## config.mk

```make
export PLATFORM = sky130hd
export DESIGN_NAME = win22_a_flat
export DESIGN_NICKNAME = d
export VERILOG_FILES = /design/src/rtl/win22_a_if.sv /design/src/rtl/win22_a.sv /design/src/flat_wrapper.sv
export SDC_FILE = /design/constraint.sdc
export NUM_CORES = 2
export LEC_CHECK = 0
export CORE_MARGIN = 8
export CORE_UTILIZATION = 41
export DETAILED_ROUTE_END_ITERATION = 8
export GPL_TIMING_DRIVEN = 1
export PLACE_DENSITY = 0.62
export SETUP_SLACK_MARGIN = 0.15
export SYNTH_ARGS = -nofsm -noshare
export SYNTH_HDL_FRONTEND = slang
export SYNTH_SLANG_ARGS = --single-unit
```

## constraint.sdc

```tcl
create_clock -name clk -period 35.6 [get_ports clk]
set_input_delay 10.68 -clock clk [delete_from_list [all_inputs] [get_ports clk]]
set_output_delay 10.68 -clock clk [all_outputs]
set_load 0.1 [all_outputs]
```

## src/rtl/win22_a_if.sv

```systemverilog
// rtl/win22_a_if.sv - tile/result bundle for the Winograd F(2x2,3x3) output transform
interface win22_a_if;
    logic        enable;
    logic        first;
    logic [1:0]  bitwidth;
    logic [63:0] m_row1;
    logic [63:0] m_row2;
    logic [63:0] m_row3;
    logic [63:0] m_row4;
    logic [63:0] y_out;
    logic        done;
    logic        busy;

    modport master (
        output enable, first, bitwidth, m_row1, m_row2, m_row3, m_row4,
        input  y_out, done, busy
    );

    modport slave (
        input  enable, first, bitwidth, m_row1, m_row2, m_row3, m_row4,
        output y_out, done, busy
    );
endinterface

```

## src/rtl/win22_a.sv

```systemverilog
// rtl/win22_a.sv - Winograd F(2x2,3x3) inverse transform Y = A^T*M*A with cross-channel accumulation
module win22_a (
    input  logic      clk,
    input  logic      rst,
    win22_a_if.slave  bus
);
    typedef enum logic [2:0] {S_IDLE, S_ROW, S_COL, S_ACC, S_OUT} state_t;

    state_t              state;
    logic [3:0][15:0]    m_r [4];
    logic                dual_r;
    logic                clear_r;
    logic signed [17:0]  ta [2][4];
    logic signed [17:0]  tb [2][4];
    logic signed [19:0]  ya [4];
    logic signed [19:0]  yb [4];
    logic signed [23:0]  acc_a [4];
    logic signed [23:0]  acc_b [4];
    logic signed [23:0]  acc_a_nxt [4];
    logic signed [23:0]  acc_b_nxt [4];
    logic [3:0][15:0]    y_out_r;
    logic                done_r;
    logic                busy_r;
    logic                dual_in;

    assign dual_in  = (bus.bitwidth == 2'b11);
    assign bus.y_out = y_out_r;
    assign bus.done  = done_r;
    assign bus.busy  = busy_r;

    // Path A carries the full 16-bit lane, or the low byte in dual mode; path B is the high byte.
    function automatic logic signed [17:0] lo_ext(input logic [15:0] v, input logic dual);
        return dual ? {{10{v[7]}}, v[7:0]} : {{2{v[15]}}, v};
    endfunction

    function automatic logic signed [17:0] hi_ext(input logic [15:0] v);
        return {{10{v[15]}}, v[15:8]};
    endfunction

    function automatic logic signed [19:0] x20(input logic signed [17:0] v);
        return {{2{v[17]}}, v};
    endfunction

    function automatic logic signed [23:0] x24(input logic signed [19:0] v);
        return {{4{v[19]}}, v};
    endfunction

    function automatic logic [15:0] sat16(input logic signed [23:0] v);
        if (v > 24'sd32767)
            return 16'h7fff;
        if (v < -24'sd32768)
            return 16'h8000;
        return v[15:0];
    endfunction

    function automatic logic [7:0] sat8(input logic signed [23:0] v);
        if (v > 24'sd127)
            return 8'h7f;
        if (v < -24'sd128)
            return 8'h80;
        return v[7:0];
    endfunction

    // Next accumulator values feed both the ACC update and the saturated output in the same edge.
    always_comb begin
        for (int k = 0; k < 4; k++) begin
            acc_a_nxt[k] = (clear_r ? 24'sd0 : acc_a[k]) + x24(ya[k]);
            acc_b_nxt[k] = (clear_r ? 24'sd0 : acc_b[k]) + x24(yb[k]);
        end
    end

    always_ff @(posedge clk) begin
        if (rst) begin
            state   <= S_IDLE;
            done_r  <= 1'b0;
            busy_r  <= 1'b0;
            y_out_r <= '0;
            dual_r  <= 1'b0;
            clear_r <= 1'b0;
            for (int k = 0; k < 4; k++) begin
                acc_a[k] <= '0;
                acc_b[k] <= '0;
            end
        end else begin
            done_r <= 1'b0;
            case (state)
                S_IDLE: begin
                    if (bus.enable) begin
                        m_r[0]  <= bus.m_row1;
                        m_r[1]  <= bus.m_row2;
                        m_r[2]  <= bus.m_row3;
                        m_r[3]  <= bus.m_row4;
                        clear_r <= bus.first || (dual_in != dual_r);
                        dual_r  <= dual_in;
                        busy_r  <= 1'b1;
                        state   <= S_ROW;
                    end
                end
                S_ROW: begin
                    for (int j = 0; j < 4; j++) begin
                        ta[0][j] <= lo_ext(m_r[0][3-j], dual_r) + lo_ext(m_r[1][3-j], dual_r)
                                  + lo_ext(m_r[2][3-j], dual_r);
                        ta[1][j] <= lo_ext(m_r[1][3-j], dual_r) - lo_ext(m_r[2][3-j], dual_r)
                                  - lo_ext(m_r[3][3-j], dual_r);
                        tb[0][j] <= hi_ext(m_r[0][3-j]) + hi_ext(m_r[1][3-j]) + hi_ext(m_r[2][3-j]);
                        tb[1][j] <= hi_ext(m_r[1][3-j]) - hi_ext(m_r[2][3-j]) - hi_ext(m_r[3][3-j]);
                    end
                    state <= S_COL;
                end
                S_COL: begin
                    for (int r = 0; r < 2; r++) begin
                        ya[2*r]   <= x20(ta[r][0]) + x20(ta[r][1]) + x20(ta[r][2]);
                        ya[2*r+1] <= x20(ta[r][1]) - x20(ta[r][2]) - x20(ta[r][3]);
                        yb[2*r]   <= x20(tb[r][0]) + x20(tb[r][1]) + x20(tb[r][2]);
                        yb[2*r+1] <= x20(tb[r][1]) - x20(tb[r][2]) - x20(tb[r][3]);
                    end
                    state <= S_ACC;
                end
                S_ACC: begin
                    for (int k = 0; k < 4; k++) begin
                        acc_a[k]     <= acc_a_nxt[k];
                        acc_b[k]     <= acc_b_nxt[k];
                        y_out_r[3-k] <= dual_r ? {sat8(acc_b_nxt[k]), sat8(acc_a_nxt[k])}
                                               : sat16(acc_a_nxt[k]);
                    end
                    done_r <= 1'b1;
                    state  <= S_OUT;
                end
                S_OUT: begin
                    busy_r <= 1'b0;
                    state  <= S_IDLE;
                end
                default: state <= S_IDLE;
            endcase
        end
    end
endmodule

```

## src/flat_wrapper.sv

```systemverilog
// flat-port wrapper written by rule: the top's interface ports become plain ports
module win22_a_flat 
  (clk, rst, bus_enable, bus_first, bus_bitwidth, bus_m_row1, bus_m_row2, bus_m_row3, bus_m_row4, bus_y_out, bus_done, bus_busy);
  win22_a_if bus_i ();
  input  logic clk;
  input  logic rst;
  input wire logic [$bits(bus_i.enable)-1:0] bus_enable;
  input wire logic [$bits(bus_i.first)-1:0] bus_first;
  input wire logic [$bits(bus_i.bitwidth)-1:0] bus_bitwidth;
  input wire logic [$bits(bus_i.m_row1)-1:0] bus_m_row1;
  input wire logic [$bits(bus_i.m_row2)-1:0] bus_m_row2;
  input wire logic [$bits(bus_i.m_row3)-1:0] bus_m_row3;
  input wire logic [$bits(bus_i.m_row4)-1:0] bus_m_row4;
  output wire logic [$bits(bus_i.y_out)-1:0] bus_y_out;
  output wire logic [$bits(bus_i.done)-1:0] bus_done;
  output wire logic [$bits(bus_i.busy)-1:0] bus_busy;
  assign bus_i.enable = bus_enable;
  assign bus_i.first = bus_first;
  assign bus_i.bitwidth = bus_bitwidth;
  assign bus_i.m_row1 = bus_m_row1;
  assign bus_i.m_row2 = bus_m_row2;
  assign bus_i.m_row3 = bus_m_row3;
  assign bus_i.m_row4 = bus_m_row4;
  assign bus_y_out = bus_i.y_out;
  assign bus_done = bus_i.done;
  assign bus_busy = bus_i.busy;
  win22_a u_core (.clk(clk), .rst(rst), .bus(bus_i));
endmodule
```

Word level (Yosys, flattened, before mapping)
Memory sizes are Yosys's and may differ from the RTL's.
Cells that the tools add are included.
Word-level totals
  flip-flop bits (word level): 71
  bits in latches: 0
  RAM bits: 896
  bits in read-only memories: 0
  input port bits: 262
  output and inout port bits: 66
  word-level logic and storage cells: 303
  memories: 7
Operators by class
  $add $sub $neg: 56
  multiply operators: 0
  divide/modulo/power cells: 0
  magnitude comparators: 24
  eq/ne operators: 7
  shift-type cells: 0
  muxes and demuxes: 187
  bitwise gates (word level): 8
  reductions and logical operators: 5
Memory list
  u_core.m_r: depth 4, bits a word 64, rd ports 4, clocked after Yosys merged registers in 0, wr ports 4, line win22_a.sv:10  | logic [3:0][15:0] m_r [4];
  u_core.ta: depth 2, bits a word 72, rd ports 2, clocked after Yosys merged registers in 0, wr ports 2, line win22_a.sv:13  | logic signed [17:0] ta [2][4];
  u_core.tb: depth 2, bits a word 72, rd ports 2, clocked after Yosys merged registers in 0, wr ports 2, line win22_a.sv:14  | logic signed [17:0] tb [2][4];
  u_core.acc_a: depth 4, bits a word 24, rd ports 4, clocked after Yosys merged registers in 0, wr ports 4, line win22_a.sv:17  | logic signed [23:0] acc_a [4];
  u_core.acc_b: depth 4, bits a word 24, rd ports 4, clocked after Yosys merged registers in 0, wr ports 4, line win22_a.sv:18  | logic signed [23:0] acc_b [4];
  u_core.ya: depth 4, bits a word 20, rd ports 4, clocked after Yosys merged registers in 0, wr ports 4, line win22_a.sv:15  | logic signed [19:0] ya [4];
  +1 memories
Operator list (number)
  $mux W24: 16
  $mux W16: 20
  $mux W18: 16
  $mux W8: 32
  $add A24 B20 Y24: 8
  $gt A24 B8 Y1 const B: 8
  $lt A24 B8 Y1 const B: 8
  $add A18 B18 Y18: 8
  $sub A18 B18 Y18: 8
  $mux W1: 100
  $gt A24 B16 Y1 const B: 4
  $lt A24 B16 Y1 const B: 4
  $add A19 B18 Y20: 4
  $sub A19 B18 Y20: 4
  $add A18 B18 Y19: 4
  $sub A18 B18 Y19: 4
  $add A9 B8 Y10: 4
  $sub A9 B8 Y10: 4
  $add A8 B8 Y9: 4
  $sub A8 B8 Y9: 4
  $pmux W3 S4: 1
  $or A1 B1 Y1: 8
  $eq A3 B2 Y1 const B: 2
  $reduce_and A2 Y1: 2
  other kinds (10): 10

Logic depth before layout (Yosys ltp)
An unclocked memory read counts as a cell.
  depth after elaboration: 13
  mapped depth: 19
  depth with buffers taken out: 18

Worst setup path before layout
OpenSTA, ideal clock, no wires.
  kind: in2reg
  start: input port rst
  end: register u_core.state[1]
  data arrival time: 35.724 ns
  path slack: -0.304 ns
  stages: 2
  buffers on the path: 0
  cell sequence: nor4b_1 -> or2_2
RTL lines
  start: declaration: line flat_wrapper.sv:6  | input logic rst;
  end signal: assignment: line win22_a.sv:74  | state <= S_IDLE;
  end signal: assignment: line win22_a.sv:96  | state <= S_ROW;
  end signal: assignment: line win22_a.sv:108  | state <= S_COL;
  end: declaration: line win22_a.sv:9  | state_t state;

==> results.md <==
* Skew-Pair Late Insertion Delay at 0.72 ns
* Final worst slack at 20.74 ns
* Async SR Flop Fraction at 0
* Clock Root Buffer: clkbuf_16
* Clock skew at between 0.02 and 0.025 ns
* GRT Resource Usage Total at 0.210
* Pwr dens at roughly 52 mW/mm²
* Cells after Synth at approximately 5.7k
* Min Clock Period, post-route at between 10 and 15 ns
* Clock transition at the registers of the reported paths at 0.06 ns
* RSZ-0062 raised after global routing: no
* Via-to-Cell Ratio at about 5.4
* Crit. End Element: flop
* Post-CTS sizing at 0
* Syn avg cell area at 10.8 µm²
* Max Slew Vio Count at 0
* Mapped cell area at just over 0.06 mm²
* TritonCTS clock tree: built
* Cts bufs inserted at 105
* Vias at roughly 43k
* Ys flop type: edfxtp_1
* Max FO, Critical Path at 76
* Max_cap viols at 0
* Slew margin rel. at 0.234
* Sw frac at 0.339
* Pre-CTS WS at roughly 20 ns
* Power share of the sequential group at 0.366
* Actual slew at the worst max-slew pin at approximately 1.1 ns
* Leading cell types in the layout, fill and taps excluded: edfxtp_1, inv_1, ha_1
* Fmax at ~0.067 GHz
* Multi-input gate area at 0.0320 mm²
* Hold/Removal Path Class: flop to flop
* Setup CP Type: input pin to flop
* Post-synth EDFFs at between 800 and 900
* Layout area overhead at 14.9%
* Row cnt at 142
* # setup viols final at 0
* Outcome: finished clean
* GR Overflow Total at 0
* Syn Nets at a little under 7k
* Post-synthesis cell type count at 94
* GPL Wtd Cong at approximately 0.97
* Clk pwr share at 0.308
* H-Tree Level Count at 3
* Critical path data arrival time at 15.20 ns
* Register bit total from synthesis at ~900
* CP Launch Type: input pin
* Hold WS at between 0.4 and 0.5 ns
* Net switching power figure at around 0.0012 W
* Post-synthesis sequential area ratio at 0.430
* Worst R2R Start: u_core.clear_r
* Vias in the first global route at ~44k
* # IOs at roughly 330
* HP Start: u_core.bus.y_out[33]
* Share of cells above drive strength 1 at 0.0413
* Pint at roughly 0.0024 W
* Hold buffers post-CTS at 0
* Pin count of the biggest net entering global routing at approximately 150
* First-pass GRT wire length at approximately 260 mm
* First drt pass iteration count at 7
* Final Hold Fails at 0
* Core area at 0.149 mm²
* Crit. Startpoint: bus_enable
* I/O Buffers at between 300 and 400
* Setup_tns at 0 ns
* Fin crit share at 0.418
* Filler cells at between 10k and 15k
* DP HPWL at around 140 mm
* DRC marker count from the first detailed-route iteration at ~2.9k
* WP data required at around 36 ns
* Register area at roughly 0.026 mm²
* DIE WIDTH at 403 µm
* Final wirelength at about 180 mm
* Yosys warns at 0
* Commonest non-fill, non-tap cell in the layout: edfxtp_1
* Sink Count at around 900
* Final nets at just over 7k
* WL/cell at around 22 µm
* Post CTS Setup Buffer Count at 0
* Die Ht at between 400 and 500 µm
* Worst-case clock buffer depth at 3
* Tot Pwr at 0.00369 W
* Logic gate share of total power at 0.327
* Initial antenna violation count at 5
* Drt drc at 0
* Total Die Area at around 0.16 mm²
* Leak pwr at ~29 nW
* Peak supply drop at just over 40 µV
* Initial core utilization at 0.412
* Final ANT Viol Nets at 0
[cells by family (layout without fill, tap and decap cells)]
family | after synthesis | after routing | synth area share
XOR/XNOR | 377 | 377 | 0.0538
other | 0 | 1 | 0
multiplexers | 16 | 16 | 0.00269
flip-flops | 903 | 903 | 0.430
AO/OA/AOI/OAI | 1342 | 1342 | 0.139
AND/OR/NAND/NOR | 1401 | 1401 | 0.115
buffers and inverters | 803 | 1244 | 0.0491
adder cells (fa/ha/maj) | 840 | 840 | 0.211
[worst paths after layout]
kind,endpoint,slack (ns),depth (start not counted)
max,u_core.m_r[3][18],20.74,7
min,u_core.bus.y_out[33],0.44,2
max reg2reg,u_core.bus.y_out[55],28.66,17
min reg2reg,u_core.bus.y_out[33],0.44,2
[per-layer routing]
| layer | share of wire | global-route usage |
|---|---|---|
| met1 | 0.45 | 0.289 |
| met2 | 0.45 | 0.339 |
| met3 | 0.056 | 0.0305 |
| met4 | 0.038 | 0.0736 |
| met5 | 0.00015 | 0 |
[synthesized netlist by cell type, drive strengths merged, types with 42 or more instances]
master | count | area share
and2 | 94 | 0.0096
nand2 | 255 | 0.016
o21ai | 335 | 0.027
edfxtp | 832 | 0.41
nor2 | 390 | 0.024
nand3 | 73 | 0.0059
ha | 516 | 0.11
a21o | 161 | 0.020
xor2 | 151 | 0.022
fa | 324 | 0.11
a21oi | 390 | 0.032
nand2b | 68 | 0.0069
o21a | 56 | 0.0068
dfxtp | 71 | 0.023
clkbuf | 98 | 0.0060
a31oi | 42 | 0.0043
a21boi | 56 | 0.0068
xnor2 | 226 | 0.032
a211oi | 53 | 0.0065
inv | 694 | 0.042
nor2b | 242 | 0.025
nor3 | 106 | 0.0087
[cell type report]
cell class	count	area share
Clock buffer	130	0.0392
Clock inverter	69	0.0121
Multi-Input combinational cell	3976	0.454
Timing Repair Buffer	350	0.0489
Sequential cell	903	0.374
Tap cell	1944	0.0345
Inverter	695	0.0371
Antenna cell	1	0.0000355
[critical path, cell delays in order]
cell	delay, ns
clkdlybuf4s50_1	0.56
or4b_2	0.68
nor2_4	0.12
buf_4	0.56
buf_4	0.81
buf_4	0.70
buf_4	0.80
[sequential cells by signal, summed over array words and instances (netlist names)]
register          cells
u_core.ya            80
u_core.tb            80
u_core.acc_b         96
u_core.acc_a         96
u_core.dual_r         1
u_core.m_r          256
u_core.state          3
u_core.ta           144
u_core.bus.y_out     64
u_core.clear_r        1
u_core.bus.busy       1
u_core.bus.done       1
u_core.yb            80
[metrics by stage]
stage	instance area [µm²]	cells	utilization
3_3_place_gp	66900	7868	0.449
5_1_grt	70600	8067	0.473
2_1_floorplan	61400	5682	-
3_5_place_dp	66900	7868	0.449
6_report	70600	8068	0.473
4_1_cts	70600	8067	0.473
[power by group through the flow]
stage                     Sequential, W  Clock, W  Combinational (W)
after floorplan                 0.00137         0           0.000822
after global routing            0.00135   0.00120            0.00133
after global placement          0.00137         0            0.00118
after CTS                       0.00135   0.00116            0.00120
after detailed placement        0.00137         0            0.00119
final                           0.00135   0.00113            0.00120
Note: power is estimated with default switching activity, not from simulation.
